### src/rtl/store_buffer.sv
// In-order store queue: holds ACU stores until ROB commit, then drains them to MEM in program order.
// Optional squash input (flush of uncommitted entries) is enabled by defining SB_SQUASH_EN.
`ifndef XLEN
`define XLEN 32
`endif
`ifndef ROB_TAG_LEN
`define ROB_TAG_LEN 6
`endif

package sb_pkg;
  typedef struct packed {
    logic                    valid;
    logic [`XLEN-1:0]        address;
    logic [`XLEN-1:0]        data;
    logic [`ROB_TAG_LEN-1:0] rob_tag;
    logic [1:0]              mem_size;
  } SB_PACKET;
endpackage

// Handshakes: a packet is taken on a posedge where alloc_enable && valid && !full;
// write_mem is a request that completes on the posedge it is high (mem_busy acts as an inverted ready).
module store_buffer #(
  parameter int SB_DEPTH = 4
) (
  input  logic                    clock,
  input  logic                    reset,
  input  sb_pkg::SB_PACKET        sb_packet_in,
  input  logic                    alloc_enable,
  input  logic                    commit_store,
  input  logic                    mem_busy,
`ifdef SB_SQUASH_EN
  input  logic                    squash,
`endif
  output logic                    full,
  output logic                    pending_stores,
  output logic [`XLEN-1:0]        store_address,
  output logic [`ROB_TAG_LEN-1:0] store_rob_tag,
  output logic                    write_mem,
  output logic [`XLEN-1:0]        mem_address,
  output logic [`XLEN-1:0]        mem_data,
  output logic [1:0]              mem_size
);
  localparam int PW = $clog2(SB_DEPTH);
  localparam int CW = PW + 1;

  typedef enum logic [1:0] {ST_FREE, ST_WAIT, ST_COMMITTED} entry_state_e;

  entry_state_e            st_q   [SB_DEPTH];
  entry_state_e            st_d   [SB_DEPTH];
  logic [`XLEN-1:0]        addr_q [SB_DEPTH];
  logic [`XLEN-1:0]        addr_d [SB_DEPTH];
  logic [`XLEN-1:0]        data_q [SB_DEPTH];
  logic [`XLEN-1:0]        data_d [SB_DEPTH];
  logic [1:0]              size_q [SB_DEPTH];
  logic [1:0]              size_d [SB_DEPTH];

  logic [PW-1:0]           head_q, head_d, tail_q, tail_d, cptr_q, cptr_d;
  logic [CW-1:0]           count_q, count_d, ccount_q, ccount_d;
  logic [`XLEN-1:0]        store_address_q, store_address_d;
  logic [`ROB_TAG_LEN-1:0] store_rob_tag_q, store_rob_tag_d;

  logic alloc_ok, alloc_acc, commit_ok, drain, squash_now;

  always_comb begin
`ifdef SB_SQUASH_EN
    squash_now = squash;
`else
    squash_now = 1'b0;
`endif
    alloc_ok  = alloc_enable && sb_packet_in.valid && (count_q != CW'(SB_DEPTH));
    alloc_acc = alloc_ok && !squash_now;
    // Only entries already waiting before this edge can be committed.
    commit_ok = commit_store && (count_q != ccount_q);
    drain     = (ccount_q != '0) && !mem_busy;

    st_d   = st_q;
    addr_d = addr_q;
    data_d = data_q;
    size_d = size_q;
    head_d = drain     ? head_q + PW'(1) : head_q;
    cptr_d = commit_ok ? cptr_q + PW'(1) : cptr_q;
    tail_d = alloc_acc ? tail_q + PW'(1) : tail_q;
    count_d  = count_q  + CW'(alloc_acc) - CW'(drain);
    ccount_d = ccount_q + CW'(commit_ok) - CW'(drain);
    store_address_d = store_address_q;
    store_rob_tag_d = store_rob_tag_q;

    if (drain)     st_d[head_q] = ST_FREE;
    if (commit_ok) st_d[cptr_q] = ST_COMMITTED;
    if (alloc_acc) begin
      st_d[tail_q]    = ST_WAIT;
      addr_d[tail_q]  = sb_packet_in.address;
      data_d[tail_q]  = sb_packet_in.data;
      size_d[tail_q]  = sb_packet_in.mem_size;
      store_address_d = sb_packet_in.address;
      store_rob_tag_d = sb_packet_in.rob_tag;
    end

    // Squash drops everything younger than the commit point, after this edge's commit/drain.
    if (squash_now) begin
      tail_d  = cptr_d;
      count_d = ccount_d;
      for (int i = 0; i < SB_DEPTH; i++) begin
        if (st_d[i] == ST_WAIT) st_d[i] = ST_FREE;
      end
    end
  end

  always_ff @(posedge clock or negedge reset) begin
    if (!reset) begin
      head_q          <= '0;
      tail_q          <= '0;
      cptr_q          <= '0;
      count_q         <= '0;
      ccount_q        <= '0;
      store_address_q <= '0;
      store_rob_tag_q <= '0;
      for (int i = 0; i < SB_DEPTH; i++) st_q[i] <= ST_FREE;
    end else begin
      head_q          <= head_d;
      tail_q          <= tail_d;
      cptr_q          <= cptr_d;
      count_q         <= count_d;
      ccount_q        <= ccount_d;
      store_address_q <= store_address_d;
      store_rob_tag_q <= store_rob_tag_d;
      st_q            <= st_d;
    end
  end

  // Payload storage needs no reset: it is only visible through a non-FREE entry.
  always_ff @(posedge clock) begin
    addr_q <= addr_d;
    data_q <= data_d;
    size_q <= size_d;
  end

  assign full           = (count_q == CW'(SB_DEPTH));
  assign pending_stores = (count_q != '0);
  assign store_address  = store_address_q;
  assign store_rob_tag  = store_rob_tag_q;
  assign write_mem      = drain;
  assign mem_address    = (st_q[head_q] != ST_FREE) ? addr_q[head_q] : '0;
  assign mem_data       = (st_q[head_q] != ST_FREE) ? data_q[head_q] : '0;
  assign mem_size       = (st_q[head_q] != ST_FREE) ? size_q[head_q] : '0;

endmodule

### config.mk
export PLATFORM = sky130hd
export DESIGN_NAME = store_buffer
export DESIGN_NICKNAME = d
export VERILOG_FILES = /design/src/rtl/store_buffer.sv
export SDC_FILE = /design/constraint.sdc
export NUM_CORES = 1
export LEC_CHECK = 0
export ABC_CLOCK_PERIOD_IN_PS = 3000
export CORE_AREA = 2 2 181 183
export DETAILED_ROUTE_END_ITERATION = 10
export DIE_AREA = 0 0 183 185
export PLACE_DENSITY = 0.67
export SLEW_MARGIN = 5
export SYNTH_ARGS = -nofsm -noshare
export SYNTH_HDL_FRONTEND = slang
export SYNTH_SLANG_ARGS = --single-unit
### constraint.sdc
create_clock -name clock -period 3 [get_ports clock]
set_clock_uncertainty 0.2 [all_clocks]
set_input_delay 0.6 -clock clock [delete_from_list [all_inputs] [get_ports clock]]
set_output_delay 0.6 -clock clock [all_outputs]
set_load 0.03 [all_outputs]
### Word-level counts from Yosys, hierarchy flattened

Cells that the tools add are included.

* reduce and logical (&&, ||, !) cells: 11
* shift operators: 0
* bitwise operators: 11
* multiplexer cells: 29
* $lt $le $gt $ge: 6
* multipliers: 0
* add/sub/neg operators: 7
* divide/modulo/power cells: 0
* eq/ne operators: 3

Operator list (number)
* bitwise mux 128 bit: 2
* 2-to-1 mux 32 bit: 7
* binary-select mux 32 bit (select 2 bit): 2
* demux 32 bit (select 2 bit): 1
* 2-to-1 mux 8 bit: 3
* 2-to-1 mux 2 bit: 8
* demux 2 bit (select 2 bit): 3
* >= comparator 3 bit (second input constant): 3
* less-than comparator 3 x 1 -> 1 bit (second input constant): 3
* NOT 2 -> 3 bit: 3
* bitwise AND 4 bit: 2
* bitwise AND 8 bit: 1
* binary-select mux 2 bit (select 2 bit): 2
* bitwise mux 8 bit: 1
* NOT 4 bit: 2
* NOT 8 bit: 1
* bitwise OR 4 bit: 2
* logical AND 1 bit: 7
* adder 2 x 1 -> 2 bit (second input constant): 3
* adder 3 x 1 -> 3 bit: 2
* nonzero test 3 bit: 2
* subtractor 3 x 1 -> 3 bit: 2
* == test 3 bit (second input constant): 1
* != test 3 bit: 1
* other kinds (3): 3

* memories: 0
* bits of input ports: 78
* bits in read-only memories: 0
* bits in latches: 0
* register bits: 322
* memory bits (writable): 0

### Depth between registers and ports, before layout

* depth in word-level cells: 12
* gate-level depth with buffers: 11
* mapped depth without buffers: 9

### Worst setup path after synthesis

No wires, ideal clock.

* path type: input to register
* from: in alloc_enable
* to: reg addr_q[0] (netlist name), enable pin
* data arrival time: 2.699 ns
* path slack: -0.330 ns
* cell stages on the path: 4
* cell sequence: nand2_1 nor2_4 clkbuf_1 and2_1

* word-level cells in the longest chain between the ends: 2

RTL lines
* start: declaration: line 28 `input logic alloc_enable,`
* logical AND 1 bit (2 in series): line 70 `alloc_ok = alloc_enable && sb_packet_in.valid && (count_q != CW'(SB_DEPTH));`
* end signal: assignment: line 133 `addr_q <= addr_d;`
* end: declaration: line 50 `` logic [`XLEN-1:0] addr_q [SB_DEPTH]; ``

No other way between the ends.
A chain may end at the register's enable or synchronous reset.

### Final worst setup path

* from: reg head_q[0]
* to: out mem_address[0]

* word-level cells in the longest chain between the ends: 6
* elaborated cells between the ends (all ways): 9
* those cells by class: mux: 7; bitwise: 1; reduce/logical: 1

RTL lines
* start: declaration: line 57 `logic [PW-1:0] head_q, head_d, tail_q, tail_d, cptr_q, cptr_d;`
* start signal: assignment: line 111 `head_q <= '0;`
* start signal: assignment: line 120 `head_q <= head_d;`
* NOT 2 -> 3 bit (implied by the code) *: line 143 `assign mem_address = (st_q[head_q] != ST_FREE) ? addr_q[head_q] : '0;`
* binary-select mux 2 bit (select 2 bit): line 143
* 2-to-1 mux 2 bit (implied by the code) (2 in series): line 143
* nonzero test 2 bit: line 143
* 2-to-1 mux 32 bit *: line 143
* end: declaration: line 39 `` output logic [`XLEN-1:0] mem_address, ``

Mark *: on every way between the ends. The rest lies on a longest branch, timed or not. The select of a mux whose other input is x is not followed.

==> results.json <==
{
  "clk_root_buffer_cell": "sky130_fd_sc_hd__clkbuf_16",
  "synth_top_cell_by_area": "sky130_fd_sc_hd__edfxtp_1",
  "design_area_um2": 16400,
  "design.die.area_um2": 33900,
  "setup_repair_after_global_routing_missed_its_margin": "true",
  "row_count": 66,
  "ctsLongestPathBuffers": 3,
  "cell_types_occupying_the_most_area_after_synthesis": "sky130_fd_sc_hd__edfxtp_1, sky130_fd_sc_hd__mux4_2, sky130_fd_sc_hd__dfrtp_1, sky130_fd_sc_hd__mux2_2, sky130_fd_sc_hd__nor2b_1",
  "start_util": 0.394,
  "mapped_nets": 700,
  "timing.critical_path.slowest_cell_delay_ps": 690,
  "count_of_different_cell_masters_after_synthesis": 32,
  "via_count": 6296,
  "report.final.setup_viol": 66,
  "result_of_the_run": "finished, violations left",
  "worst_ep_required_time_ps": 2200,
  "synth-edff-count": 264,
  "area_growth_pct": 30.1,
  "avgSynthCellArea_um2": 20.9,
  "drt_iter0_drc": 362,
  "finalWorstPathRequiredPeriod_ps": 3190,
  "hpwlAfterDp_um": 14700,
  "port_buffers": 184,
  "antenna_found_initial": 0,
  "grt.overflow.total": 0,
  "clock_tree.htree_level_count": 2,
  "core_region_area_um2": 32000,
  "wirelength_um": 25800,
  "remaining_drc_errors": 0,
  "die_y_um": 185,
  "synth_cells": 604,
  "worst-r2r-cell-count": 8,
  "num-fill-cells": 2595,
  "fmaxAchievable_ghz": 0.313,
  "final.period_utilization": 1.06,
  "insertedDiodeCount": 0,
  "drt-vias-per-instance": 4.99,
  "worst_slew_pin_slew_ps": 583,
  "power_density_nw_per_um2": 1150,
  "ios": 185,
  "min_delay_path_depth": 1,
  "critPathLaunchType": "register",
  "critical_path_peak_fanout": 5,
  "wl_met1_um": 11100,
  "floorplan.die.width_um": 183,
  "power.ir.vdd_worst_mv": 1.13,
  "track_usage": 0.150,
  "yosys_most_used_dff": "sky130_fd_sc_hd__edfxtp_1",
  "clk_latency_ps": 490,
  "yosys_register_bits": 322,
  "seq_area_frac_synth": 0.743,
  "hold_path.class": "register to register",
  "detailroute.wirelength.met2_um": 12700,
  "postSynth.asyncResetShare": 0.180,
  "via_count_of_the_first_global_routing_pass": 6713,
  "tritoncts_clock_tree": "done",
  "p_leak_nw": 5.82,
  "timing.critical_path.to_type": "primary output",
  "syn_area_um2": 12600,
  "crit_arrival_ps": 2390,
  "tritoncts.num_buffers": 35,
  "report.final.slew_viol_count": 0,
  "largest_net_degree_at_the_start_of_global_routing": 70,
  "violations_in_the_final_reports": "setup timing",
  "placed_cell_area_um2": 14900,
  "route.detailed.wl_per_inst_um": 20.4,
  "critPathSlowestCell": "sky130_fd_sc_hd__mux4_4",
  "gp_routability_congestion": 0.708,
  "area_fraction_of_the_dominant_cell_type_after_synthesis": 0.628,
  "hold_violations": 0,
  "path_class": "register to primary output",
  "fin_total_pwr_w": 0.0189,
  "grt_first_pass_wirelength_um": 38500,
  "slew_headroom": 0.606,
  "timing.final.ws_setup_ps": -190,
  "cts.sinks": 322,
  "highest_layer": "met4",
  "yosysWarnings": 0,
  "met3_length_um": 1540,
  "dp_slack_ps": 144,
  "worstPathCellList": "inv_4, mux4_4, buf_12, buf_16, nor2b_1, buf_4",
  "clkSlewWorstSetupHoldPaths_ps": 60,
  "final_net_count": 924,
  "drv.max_cap_violation_count": 0,
  "drive_gt1_frac": 0.323,
  "antenna_violating_nets_post_route": 0,
  "drt_pre_antenna_iters": 4
}
[layer usage]
metal | global-route usage | vias up
li1 | - | 2826
met1 | 0.192 | 3270
met2 | 0.255 | 165
met3 | 0.0425 | 35
met4 | 0.0355 | 0
met5 | 0 | -
[metrics by stage]
step | setup TNS [ps] | utilization | hold slack [ps] | cells
final | -7020 | 0.513 | 292 | 1262
after global routing | -12000 | 0.513 | 312 | 1262
after CTS | -11520 | 0.508 | 297 | 1259
after detailed placement | 0 | 0.466 | 285 | 1186
after global placement | 0 | 0.466 | 276 | 1186
after floorplan | 0 | - | 104 | 604
[worst max-delay path, delay by kind of cell (launching register included)]
kind          cells  cell delay, ps
mux               1             690
buf+inv           4             590
flops             1             490
simple gates      1             110
[cell type report]
class                   instances  area [µm²]  area share
multi-input cells             241        3080       0.187
repair buffers                215        2330       0.142
well taps                     408         510      0.0311
inverters                      13        51.3     0.00312
clock inverters                17         113     0.00685
flip-flops and latches        322        9390       0.571
clock buffers                  46         960      0.0584
[flip-flops by register name, summed over array words and instances, names as in the netlist, 3 cells and up]
name           cells
addr_q           128
store_address     32
store_rob_tag      6
data_q           128
count_q            3
ccount_q           3
size_q             8
st_q               8
[path summary, 6_finish.rpt]
path | startpoint | endpoint | slack (ps)
min reg2reg | store_rob_tag[4] | store_rob_tag[4] | 290
min in group asynchronous | reset | store_rob_tag[1] | 450
max in group asynchronous | reset | store_address[4] | 1520
min | store_rob_tag[4] | store_rob_tag[4] | 290
max reg2reg | count_q[0] | ccount_q[2] | 460
max | head_q[0] | mem_address[0] | -190
[what timing repair did]
action	4_1_cts	5_1_grt
pin swaps	0	0
hold endpoints to repair	21	0
cloned	5	3
hold buffers	1	0
resized for setup	17	27
setup buffers	4	0
setup endpoints to repair	66	66
[kinds of logic (layout without fill, tap and decap cells)]
kind of cell    Yosys count  in the layout  synth area share
buf+inv                  41            291            0.0203
mux                     108            108             0.156
xor+xnor                 10             10           0.00694
simple gates             84             84            0.0423
fa+ha+maj                18             18            0.0190
flops                   322            322             0.743
compound gates           21             21            0.0125
[layout by cell type, fill, tap and decap left out, types with 2 or more instances in the layout]
| cell type | instances |
|---|---|
| sky130_fd_sc_hd__dfrtp_4 | 2 |
| sky130_fd_sc_hd__and2b_1 | 2 |
| sky130_fd_sc_hd__nor2b_1 | 49 |
| sky130_fd_sc_hd__clkinv_2 | 7 |
| sky130_fd_sc_hd__o21ai_0 | 4 |
| sky130_fd_sc_hd__clkinv_4 | 2 |
| sky130_fd_sc_hd__clkbuf_16 | 39 |
| sky130_fd_sc_hd__fa_1 | 2 |
| sky130_fd_sc_hd__buf_6 | 13 |
| sky130_fd_sc_hd__mux2_1 | 3 |
| sky130_fd_sc_hd__clkinv_1 | 6 |
| sky130_fd_sc_hd__mux4_2 | 66 |
| sky130_fd_sc_hd__a22oi_1 | 4 |
| sky130_fd_sc_hd__nand2b_1 | 4 |
| sky130_fd_sc_hd__clkbuf_1 | 9 |
| sky130_fd_sc_hd__xnor2_1 | 7 |
| sky130_fd_sc_hd__inv_1 | 11 |
| sky130_fd_sc_hd__nor2b_4 | 8 |
| sky130_fd_sc_hd__o21a_1 | 4 |
| sky130_fd_sc_hd__xor2_1 | 3 |
| sky130_fd_sc_hd__a22o_1 | 4 |
| sky130_fd_sc_hd__edfxtp_1 | 264 |
| sky130_fd_sc_hd__buf_4 | 57 |
| sky130_fd_sc_hd__o311ai_0 | 4 |
| sky130_fd_sc_hd__and2_4 | 4 |
| sky130_fd_sc_hd__dfrtp_1 | 56 |
| sky130_fd_sc_hd__ha_1 | 16 |
| sky130_fd_sc_hd__clkdlybuf4s50_1 | 117 |
| sky130_fd_sc_hd__mux2_2 | 38 |
| sky130_fd_sc_hd__nor2b_2 | 7 |
| sky130_fd_sc_hd__nor2_1 | 5 |
| sky130_fd_sc_hd__buf_16 | 6 |
| sky130_fd_sc_hd__buf_12 | 17 |
[report_power, final]
part	internal [W]	switching [W]	total, W
logic	0.00414	0.00492	0.00906
registers	0.00559	0.000281	0.00587
clock network	0.00234	0.00162	0.00397
[cells in the mapped netlist, types with 5 or more instances]
cell type / count
sky130_fd_sc_hd__dfrtp_1: 58
sky130_fd_sc_hd__buf_2: 8
sky130_fd_sc_hd__clkbuf_1: 7
sky130_fd_sc_hd__inv_1: 11
sky130_fd_sc_hd__buf_6: 11
sky130_fd_sc_hd__ha_1: 16
sky130_fd_sc_hd__mux4_2: 67
sky130_fd_sc_hd__nor2b_1: 64
sky130_fd_sc_hd__xnor2_1: 7
sky130_fd_sc_hd__mux2_2: 38
sky130_fd_sc_hd__nor2_1: 5
sky130_fd_sc_hd__edfxtp_1: 264
Note: power is estimated with default switching activity, not from simulation.
